`config.mk`:
```
export PLATFORM = sky130hd
export DESIGN_NAME = edge_cache_arbiter
export DESIGN_NICKNAME = d
export VERILOG_FILES = /design/src/rtl/edge_cache_arbiter_pkg.sv /design/src/rtl/edge_cache_arbiter.sv
export SDC_FILE = /design/constraint.sdc
export NUM_CORES = 1
export LEC_CHECK = 0
export BUFFER_PORTS_ARGS = -buffer_cell sky130_fd_sc_hd__buf_2
export CAP_MARGIN = 20
export CORE_ASPECT_RATIO = 1.1
export CORE_MARGIN = 4
export CORE_UTILIZATION = 41
export CTS_CLUSTER_SIZE = 10
export DETAILED_ROUTE_END_ITERATION = 10
export MAX_ROUTING_LAYER = met4
export PLACE_DENSITY_LB_ADDON = 0.12
export SYNTH_ARGS = -nofsm -noshare
export SYNTH_HDL_FRONTEND = slang
export SYNTH_SLANG_ARGS = --single-unit
```
`constraint.sdc`:
```
create_clock -name clock_i -period 2.12 [get_ports clock_i]
set_input_delay 0.318 -clock clock_i [delete_from_list [all_inputs] [get_ports clock_i]]
set_output_delay 0.318 -clock clock_i [all_outputs]
set_load 0.005 [all_outputs]
```
`src/rtl/edge_cache_arbiter_pkg.sv`:
```
// Shared types and width defaults for the EdgeCache arbiter.
package edge_cache_arbiter_pkg;

  localparam int unsigned DefaultNodeWidth  = 16;
  localparam int unsigned DefaultValueWidth = 32;

  typedef enum logic [1:0] {
    ArbIdle,
    ArbGrant,
    ArbRelease
  } arb_state_t;

  typedef enum logic {
    ReqHost,
    ReqEng
  } arb_owner_t;

endpackage

```
`src/rtl/edge_cache_arbiter.sv`:
```
// Arbitrates the single EdgeCache port between the host (read/write) and the
// engine (read only). The engine has fixed priority; after STARVE_LIMIT engine
// grants with the host waiting, the host is forced through. The granted command
// is latched and held on the cache port until ec_ready_i or a timeout, read data
// is registered per requester, and a one-cycle done (plus error on timeout) pulse
// is returned to the owner. A one-cycle release gap with enables low follows
// every access.
// Ports:
//   clock_i, reset_i          clock, synchronous active-high reset
//   host_*_i / host_*_o       host request, command, done pulse, read data
//   eng_*_i / eng_*_o         engine request, address, done pulse, read data
//   error_o                   timeout flag, pulses together with done
//   ec_*_o / ec_*_i           EdgeCache command port and response
module edge_cache_arbiter
  import edge_cache_arbiter_pkg::*;
#(
  parameter int unsigned VALUE_WIDTH  = DefaultValueWidth,
  parameter int unsigned NODE_WIDTH   = DefaultNodeWidth,
  parameter int unsigned STARVE_LIMIT = 4,
  parameter int unsigned TIMEOUT      = 64
) (
  input  logic                   clock_i,
  input  logic                   reset_i,
  input  logic                   host_req_i,
  input  logic                   host_we_i,
  input  logic [NODE_WIDTH-1:0]  host_from_i,
  input  logic [NODE_WIDTH-1:0]  host_to_i,
  input  logic [VALUE_WIDTH-1:0] host_wdata_i,
  output logic                   host_done_o,
  output logic [VALUE_WIDTH-1:0] host_rdata_o,
  input  logic                   eng_req_i,
  input  logic [NODE_WIDTH-1:0]  eng_from_i,
  input  logic [NODE_WIDTH-1:0]  eng_to_i,
  output logic                   eng_done_o,
  output logic [VALUE_WIDTH-1:0] eng_rdata_o,
  output logic                   error_o,
  output logic                   ec_reset_o,
  output logic                   ec_read_o,
  output logic                   ec_write_o,
  output logic [NODE_WIDTH-1:0]  ec_from_o,
  output logic [NODE_WIDTH-1:0]  ec_to_o,
  output logic [VALUE_WIDTH-1:0] ec_wdata_o,
  input  logic                   ec_ready_i,
  input  logic [VALUE_WIDTH-1:0] ec_rdata_i
);

  localparam int unsigned SW = $clog2(STARVE_LIMIT + 1);
  localparam int unsigned TW = $clog2(TIMEOUT);
  localparam logic [SW-1:0] StarveMax = SW'(STARVE_LIMIT);
  localparam logic [TW-1:0] TimerMax  = TW'(TIMEOUT - 1);

  arb_state_t             state_q, state_d;
  arb_owner_t             owner_q, owner_d;
  logic                   we_q, we_d;
  logic [NODE_WIDTH-1:0]  from_q, from_d, to_q, to_d;
  logic [VALUE_WIDTH-1:0] wdata_q, wdata_d;
  logic [VALUE_WIDTH-1:0] host_rdata_q, host_rdata_d, eng_rdata_q, eng_rdata_d;
  logic                   host_done_q, host_done_d, eng_done_q, eng_done_d;
  logic                   error_q, error_d;
  logic [SW-1:0]          starve_q, starve_d;
  logic [TW-1:0]          timer_q, timer_d;
  logic                   host_forced;

  assign host_forced = host_req_i && (starve_q == StarveMax);

  always_comb begin
    state_d      = state_q;
    owner_d      = owner_q;
    we_d         = we_q;
    from_d       = from_q;
    to_d         = to_q;
    wdata_d      = wdata_q;
    host_rdata_d = host_rdata_q;
    eng_rdata_d  = eng_rdata_q;
    host_done_d  = 1'b0;
    eng_done_d   = 1'b0;
    error_d      = 1'b0;
    starve_d     = starve_q;
    timer_d      = timer_q;

    unique case (state_q)
      ArbIdle: begin
        timer_d = '0;
        if (eng_req_i && !host_forced) begin
          state_d = ArbGrant;
          owner_d = ReqEng;
          we_d    = 1'b0;
          from_d  = eng_from_i;
          to_d    = eng_to_i;
          // Count engine wins only while the host is actually waiting.
          if (!host_req_i) begin
            starve_d = '0;
          end else if (starve_q != StarveMax) begin
            starve_d = starve_q + 1'b1;
          end
        end else if (host_req_i) begin
          state_d  = ArbGrant;
          owner_d  = ReqHost;
          we_d     = host_we_i;
          from_d   = host_from_i;
          to_d     = host_to_i;
          wdata_d  = host_wdata_i;
          starve_d = '0;
        end else begin
          starve_d = '0;
        end
      end
      ArbGrant: begin
        if (ec_ready_i || (timer_q == TimerMax)) begin
          state_d = ArbRelease;
          timer_d = '0;
          error_d = !ec_ready_i;
          if (owner_q == ReqEng) begin
            eng_done_d = 1'b1;
            if (!ec_ready_i) begin
              eng_rdata_d = '0;
            end else if (!we_q) begin
              eng_rdata_d = ec_rdata_i;
            end
          end else begin
            host_done_d = 1'b1;
            if (!ec_ready_i) begin
              host_rdata_d = '0;
            end else if (!we_q) begin
              host_rdata_d = ec_rdata_i;
            end
          end
        end else begin
          timer_d = timer_q + 1'b1;
        end
      end
      ArbRelease: begin
        state_d = ArbIdle;
      end
      default: begin
        state_d = ArbIdle;
      end
    endcase
  end

  always_ff @(posedge clock_i) begin
    if (reset_i) begin
      state_q      <= ArbIdle;
      owner_q      <= ReqHost;
      we_q         <= 1'b0;
      from_q       <= '0;
      to_q         <= '0;
      wdata_q      <= '0;
      host_rdata_q <= '0;
      eng_rdata_q  <= '0;
      host_done_q  <= 1'b0;
      eng_done_q   <= 1'b0;
      error_q      <= 1'b0;
      starve_q     <= '0;
      timer_q      <= '0;
    end else begin
      state_q      <= state_d;
      owner_q      <= owner_d;
      we_q         <= we_d;
      from_q       <= from_d;
      to_q         <= to_d;
      wdata_q      <= wdata_d;
      host_rdata_q <= host_rdata_d;
      eng_rdata_q  <= eng_rdata_d;
      host_done_q  <= host_done_d;
      eng_done_q   <= eng_done_d;
      error_q      <= error_d;
      starve_q     <= starve_d;
      timer_q      <= timer_d;
    end
  end

  assign ec_reset_o   = reset_i;
  assign ec_read_o    = (state_q == ArbGrant) && !we_q;
  assign ec_write_o   = (state_q == ArbGrant) && we_q;
  assign ec_from_o    = from_q;
  assign ec_to_o      = to_q;
  assign ec_wdata_o   = wdata_q;
  assign host_done_o  = host_done_q;
  assign host_rdata_o = host_rdata_q;
  assign eng_done_o   = eng_done_q;
  assign eng_rdata_o  = eng_rdata_q;
  assign error_o      = error_q;

endmodule

```
# After elaboration in Yosys (flattened, before gate mapping)
# Cells that the tools add are included.
# classes
add_sub_neg,2
mul,0
n_div,0
magnitude_cmp,0
n_eq_ne,8
n_shift,0
muxes,21
bitwise_logic,4
n_reduce_logical,18
# ops
cell,n
2-to-1 mux 16 bit,4
2-to-1 mux 32 bit,2
one-hot mux 6 bit (2 select lines),1
2-to-1 mux 3 bit,3
AND reduction 4 bit,2
adder 6 x 1 -> 6 bit (second input constant),1
== test 6 bit (second input constant),1
2-to-1 mux 1 bit,6
2-to-1 mux 2 bit,3
2-to-1 mux 6 bit,1
inequality test 3 bit (second input constant),2
AND reduction 2 bit,3
logical AND 1 bit,4
inequality test 2 bit (second input constant),2
inverter 1 bit,4
one-hot mux 2 bit (2 select lines),1
nonzero test 2 bit,2
adder 3 x 1 -> 3 bit (second input constant),1
== test 3 bit (second input constant),1
zero test 1 bit,3
inequality test 3 x 2 -> 1 bit (second input constant),1
AND reduction 3 bit,1
OR reduction 3 bit,1
== test 2 x 1 -> 1 bit (second input constant),1
other kinds (2),2
# totals
reg_bits,144
latchBits,0
ramBits,0
mem_bits_ro,0
in_bits,134
output_inout_bits,134
n_memories,0

# Logic depth before layout (Yosys ltp)
# logic_depth
depth_word,6
ltp_mapped,8
depth_no_buf,6

# Worst setup path before layout
# Ideal clock, no wire load.
# synth_path
path_type,flip-flop to flip-flop
start,register starve_q[0]
end,"register wdata_q[2], in the netlist ec_wdata_o[2]"
setup_time_ps,128
arrival_ps,1500
required_ps,1992
path_slack_ps,492
stages_incl_launch_ff,8
path_buffers,1
period_less_slack_ps,1628
path_cell_list,dfxtp_1 > inv_1 > ha_1 > nand3_1 > a211oi_4 > buf_6 > mux2i_1 > nor2_1
# synth_via
elab_chain_len,6
# synth_lines
element,line,rtl
from (decl),edge_cache_arbiter.sv:60,"logic [SW-1:0] starve_q, starve_d;"
from (signal assigned),edge_cache_arbiter.sv:168,starve_q <= starve_d;
== test 3 bit,edge_cache_arbiter.sv:64,assign host_forced = host_req_i && (starve_q == StarveMax);
logical AND 1 bit,edge_cache_arbiter.sv:64,
zero test 1 bit,edge_cache_arbiter.sv:84,if (eng_req_i && !host_forced) begin
logical AND 1 bit,edge_cache_arbiter.sv:84,
inverter 1 bit (no line),-,
AND reduction 3 bit (no line),-,
to (signal assigned),edge_cache_arbiter.sv:162,wdata_q <= wdata_d;
to (decl),edge_cache_arbiter.sv:56,"logic [VALUE_WIDTH-1:0] wdata_q, wdata_d;"
# No other way between the ends.
# A chain may end at the register's enable or synchronous reset.

# Final worst setup path
# layout_path
start,register state_q[1]
end,"register host_rdata_q[11], in the netlist host_rdata_o[11]"
# layout_via
elab_chain_len,2
# layout_lines
element,line,rtl
from (decl),edge_cache_arbiter.sv:52,"arb_state_t state_q, state_d;"
from (signal assigned),edge_cache_arbiter.sv:143,state_q <= ArbIdle;
from (signal assigned),edge_cache_arbiter.sv:157,state_q <= state_d;
== test 2 x 1 -> 1 bit,edge_cache_arbiter.sv:81,unique case (state_q)
AND reduction 4 bit (no line),-,
to (signal assigned),edge_cache_arbiter.sv:163,host_rdata_q <= host_rdata_d;
to (decl),edge_cache_arbiter.sv:57,"logic [VALUE_WIDTH-1:0] host_rdata_q, host_rdata_d, eng_rdata_q, eng_rdata_d;"
# No other way between the ends.

==> metrics.txt <==
postcts setup bufs=0; register area share after synthesis=51.11%; Hold Path Origin=host_wdata_i[18]; Critical Path Slowest Stage Cell=sky130_fd_sc_hd__dfxtp_1; Crit path largest cell delay=0.57 ns; final critical path time including I/O delays and setup=1.767 ns; classification of the worst setup path=register to register; Async S/R FF share, synth=0%; cell area after placement=7087 sq um; die boundary width=119.8 microns; overall global routing resource usage=20.83%; fraction of final layout cells sized beyond drive strength 1=34.64%; number of vias in the routed layout=5,594; Yosys reg bits=144; uppermost routed layer=met4; global-route wire length before repair=25,680 microns; total I/O pin count=268; met3 WL=1086 microns; synthesis-to-layout area growth=36.40%; RD Place Congestion=0.8132; Total Neg Setup Slack=0 ns; filler instances=1,253; core area=13,320 sq um; Post-Route Hold Slack=0.1397 ns; minimum setup slack among reg-to-reg paths=0.35 ns; cell type with the largest total area after synthesis=sky130_fd_sc_hd__dfxtp_1; count of max-cap constraint violations=0; required time at the worst-slack endpoint=2.47 ns; max-slew violations=0; multi-input logic area=2451 sq um; cell depth of the worst hold path=3; initial cell density of the core=42.34%; post-layout instance area=7694 sq um; pwr dens=888.1 nW/um^2; total congestion overflow=0; count of endpoints failing setup in the final report=0; floorplan die area=15,700 sq um; setup repair after global routing missed its margin=false; Slew @ Worst Pin=0.6050 ns; Clock Pin Slew Worst Setup and Hold Paths=0.06 ns; Initial DRC Count=523; critical-path maximum fanout=64; endpoints failing hold=0; TritonCTS clock tree=yes; DRT met1 WL=6585 microns; kind of path behind the tightest hold check=input pin to register; Peak Freq=565.8 MHz; Yosys warning count=0; number of routed nets with antenna violations=0; CTS Hold Bufs=0; critical-path cell list=and4bb_1 -> a31oi_4 -> buf_12 -> o21ai_0 -> a21oi_1; Top FF cell, synth=sky130_fd_sc_hd__dfxtp_1; worst vdd rail ir drop=0.3907 mV; Gate Count Post-Synth=663; biggest area contributors in the synthesized netlist=sky130_fd_sc_hd__dfxtp_1, sky130_fd_sc_hd__nand2_1, sky130_fd_sc_hd__a21oi_1; Final nets=1,039; via count of the first global-routing pass=5,339; Routed WL per cell=14.82 microns; number of library cell types mapped by synthesis=37; sum of met2 wire segment lengths after detailed routing=8331 microns; Final Instance Count excl. Fillers=1,099; endpoint of the worst register-to-register path=host_rdata_o[11]; Bufs on Longest Clock Path=2; synthesized net count=800; area used by sequential logic in the layout=2884 sq um; number of antenna cells inserted=0; CTS Buf Count=17; detailed-route DRC error count=0; drt first pass iters=5; number of placed instances with taps included=1,067; number of clock sinks seen by CTS=144; Mean Syn Cell Area=8.507 sq um; launching element type of the critical path=register; outcome=complete, no violations; I/O Buffers=267; origin of the critical flop-to-flop path=state_q[1]; post-CTS sizing=0; EDFF count, synth=0; Period Utilization, post-route=83.36%; total number of H-tree levels=4; netlist area before placement=5640 sq um; Layout Utilization=57.75%; antenna violations before repair=0; clk_lat worst skew=0.41 ns; placement row count=44; Worst Setup End Kind=register; routed vias/inst=5.090; post-DP HPWL=11,520 microns; worst slew margin relative to its limit=59.67%; arrival time worst endpoint=2.11 ns; final wirelength=16,290 microns; clock tree root driver cell=sky130_fd_sc_hd__clkbuf_16; Die H=131.0 microns; endpoint of the worst hold path=ec_wdata_o[18]; clock skew=0.006828 ns; maximum number of pins on one net before global-route repair=67; number of cells on the worst reg-to-reg path=5; area share of the leading cell type in the synthesized netlist=51.11%; CP startpoint=state_q[1]; leakage power=3.522 nW
[layer usage]
| metal | vias up | global-route usage (%) |
|---|---|---|
| li1 | 2771 | - |
| met1 | 2592 | 24.38 |
| met2 | 210 | 35.07 |
| met3 | 21 | 5.080 |
| met4 | 0 | 7.749 |
| met5 | - | - |
[cell type report]
cell class,count,share of cell area [%]
clock buffers,21,6.115
multi-input cells,453,31.86
flip-flops and latches,144,37.49
well taps,184,2.992
inverters,6,0.2927
clock inverters,11,1.773
repair buffers,280,19.48
[power by group]
part,leakage (nW),switching [mW],internal (mW)
Sequential,1.18,0.0807,2.86
Clock,0.302,1.10,1.93
Combinational,2.04,0.480,0.379
Total,3.52,1.66,5.17
[synth_stat cells, types with 2 or more instances]
cell type                  instances
sky130_fd_sc_hd__dfxtp_1         144
sky130_fd_sc_hd__nand2_1         105
sky130_fd_sc_hd__nor2_1           81
sky130_fd_sc_hd__a21oi_1          70
sky130_fd_sc_hd__o21ai_0          48
sky130_fd_sc_hd__mux2i_1          35
sky130_fd_sc_hd__nand3_1          35
sky130_fd_sc_hd__a311oi_1         32
sky130_fd_sc_hd__clkbuf_1         29
sky130_fd_sc_hd__buf_2            18
sky130_fd_sc_hd__o21ai_1          17
sky130_fd_sc_hd__clkbuf_2          6
sky130_fd_sc_hd__inv_1             6
sky130_fd_sc_hd__buf_6             4
sky130_fd_sc_hd__ha_1              3
sky130_fd_sc_hd__or3_1             3
sky130_fd_sc_hd__a31oi_1           2
sky130_fd_sc_hd__a32oi_1           2
sky130_fd_sc_hd__and2_1            2
sky130_fd_sc_hd__buf_1             2
sky130_fd_sc_hd__mux2_2            2
sky130_fd_sc_hd__nor3_1            2
[registers in the layout, indices dropped and copies added (netlist names), 2 cells and up]
| name | count |
|---|---|
| ec_from_o | 16 |
| ec_to_o | 16 |
| ec_wdata_o | 32 |
| state_q | 2 |
| starve_q | 3 |
| timer_q | 6 |
| eng_rdata_o | 32 |
| host_rdata_o | 32 |
[stage by stage]
step / total power, mW / worst slack, ns
2_1_floorplan: 3.467 / 0.4922
3_3_place_gp: 3.842 / 0.4345
3_5_place_dp: 3.867 / 0.3562
4_1_cts: 6.915 / 0.3446
5_1_grt: 7.141 / 0.2193
6_report: 6.833 / 0.3527
[worst max-delay path by stage]
| stage | end | slack (ns) | depth (start not counted) |
|---|---|---|---|
| floorplan | ec_wdata_o[2] | 0.49 | 7 |
| global route | ec_from_o[14] | 0.22 | 5 |
| detailed placement | ec_wdata_o[20] | 0.36 | 7 |
| CTS | ec_wdata_o[20] | 0.34 | 7 |
| finish | host_rdata_o[11] | 0.35 | 5 |
| global placement | ec_wdata_o[13] | 0.43 | 7 |
[cell usage in the layout (no fill, tap or decap), types with 2 or more instances in the layout]
cell type                   netlist  layout
sky130_fd_sc_hd__nand3_1         35      35
sky130_fd_sc_hd__o21ai_1         17      17
sky130_fd_sc_hd__dfxtp_1        144     143
sky130_fd_sc_hd__mux2_2           2       2
sky130_fd_sc_hd__or3_1            3       3
sky130_fd_sc_hd__nor3_1           2       2
sky130_fd_sc_hd__a21oi_1         70      70
sky130_fd_sc_hd__buf_12           0       5
sky130_fd_sc_hd__nand2_1        105     105
sky130_fd_sc_hd__o21ai_0         48      48
sky130_fd_sc_hd__mux2i_1         35      35
sky130_fd_sc_hd__buf_2           18     266
sky130_fd_sc_hd__clkbuf_8         0       3
sky130_fd_sc_hd__a31oi_1          2       2
sky130_fd_sc_hd__a32oi_1          2       2
sky130_fd_sc_hd__clkbuf_16        0      17
sky130_fd_sc_hd__inv_1            6       6
sky130_fd_sc_hd__and2_1           2       2
sky130_fd_sc_hd__buf_4            1       9
sky130_fd_sc_hd__clkinv_2         0       6
sky130_fd_sc_hd__a311oi_1        32      32
sky130_fd_sc_hd__nor2_1          81      81
sky130_fd_sc_hd__bufinv_16        0       3
sky130_fd_sc_hd__ha_1             3       3
[critical path, delay by kind of cell, from the launching register on]
family / cells / cell delay (ns)
and+or+nand+nor: 1 / 0.34
DFF: 1 / 0.57
AOI/OAI and AO/OA: 3 / 0.49
buffers and inverters: 1 / 0.26
[cells by family after synthesis]
group,Yosys count,share of synthesized area (%)
and+or+nand+nor,237,17.48
AOI/OAI and AO/OA,176,18.61
DFF,144,51.11
buffers and inverters,66,5.524
muxes,37,6.611
adders and majority gates,3,0.6656
Note: power is estimated with default switching activity, not from simulation.
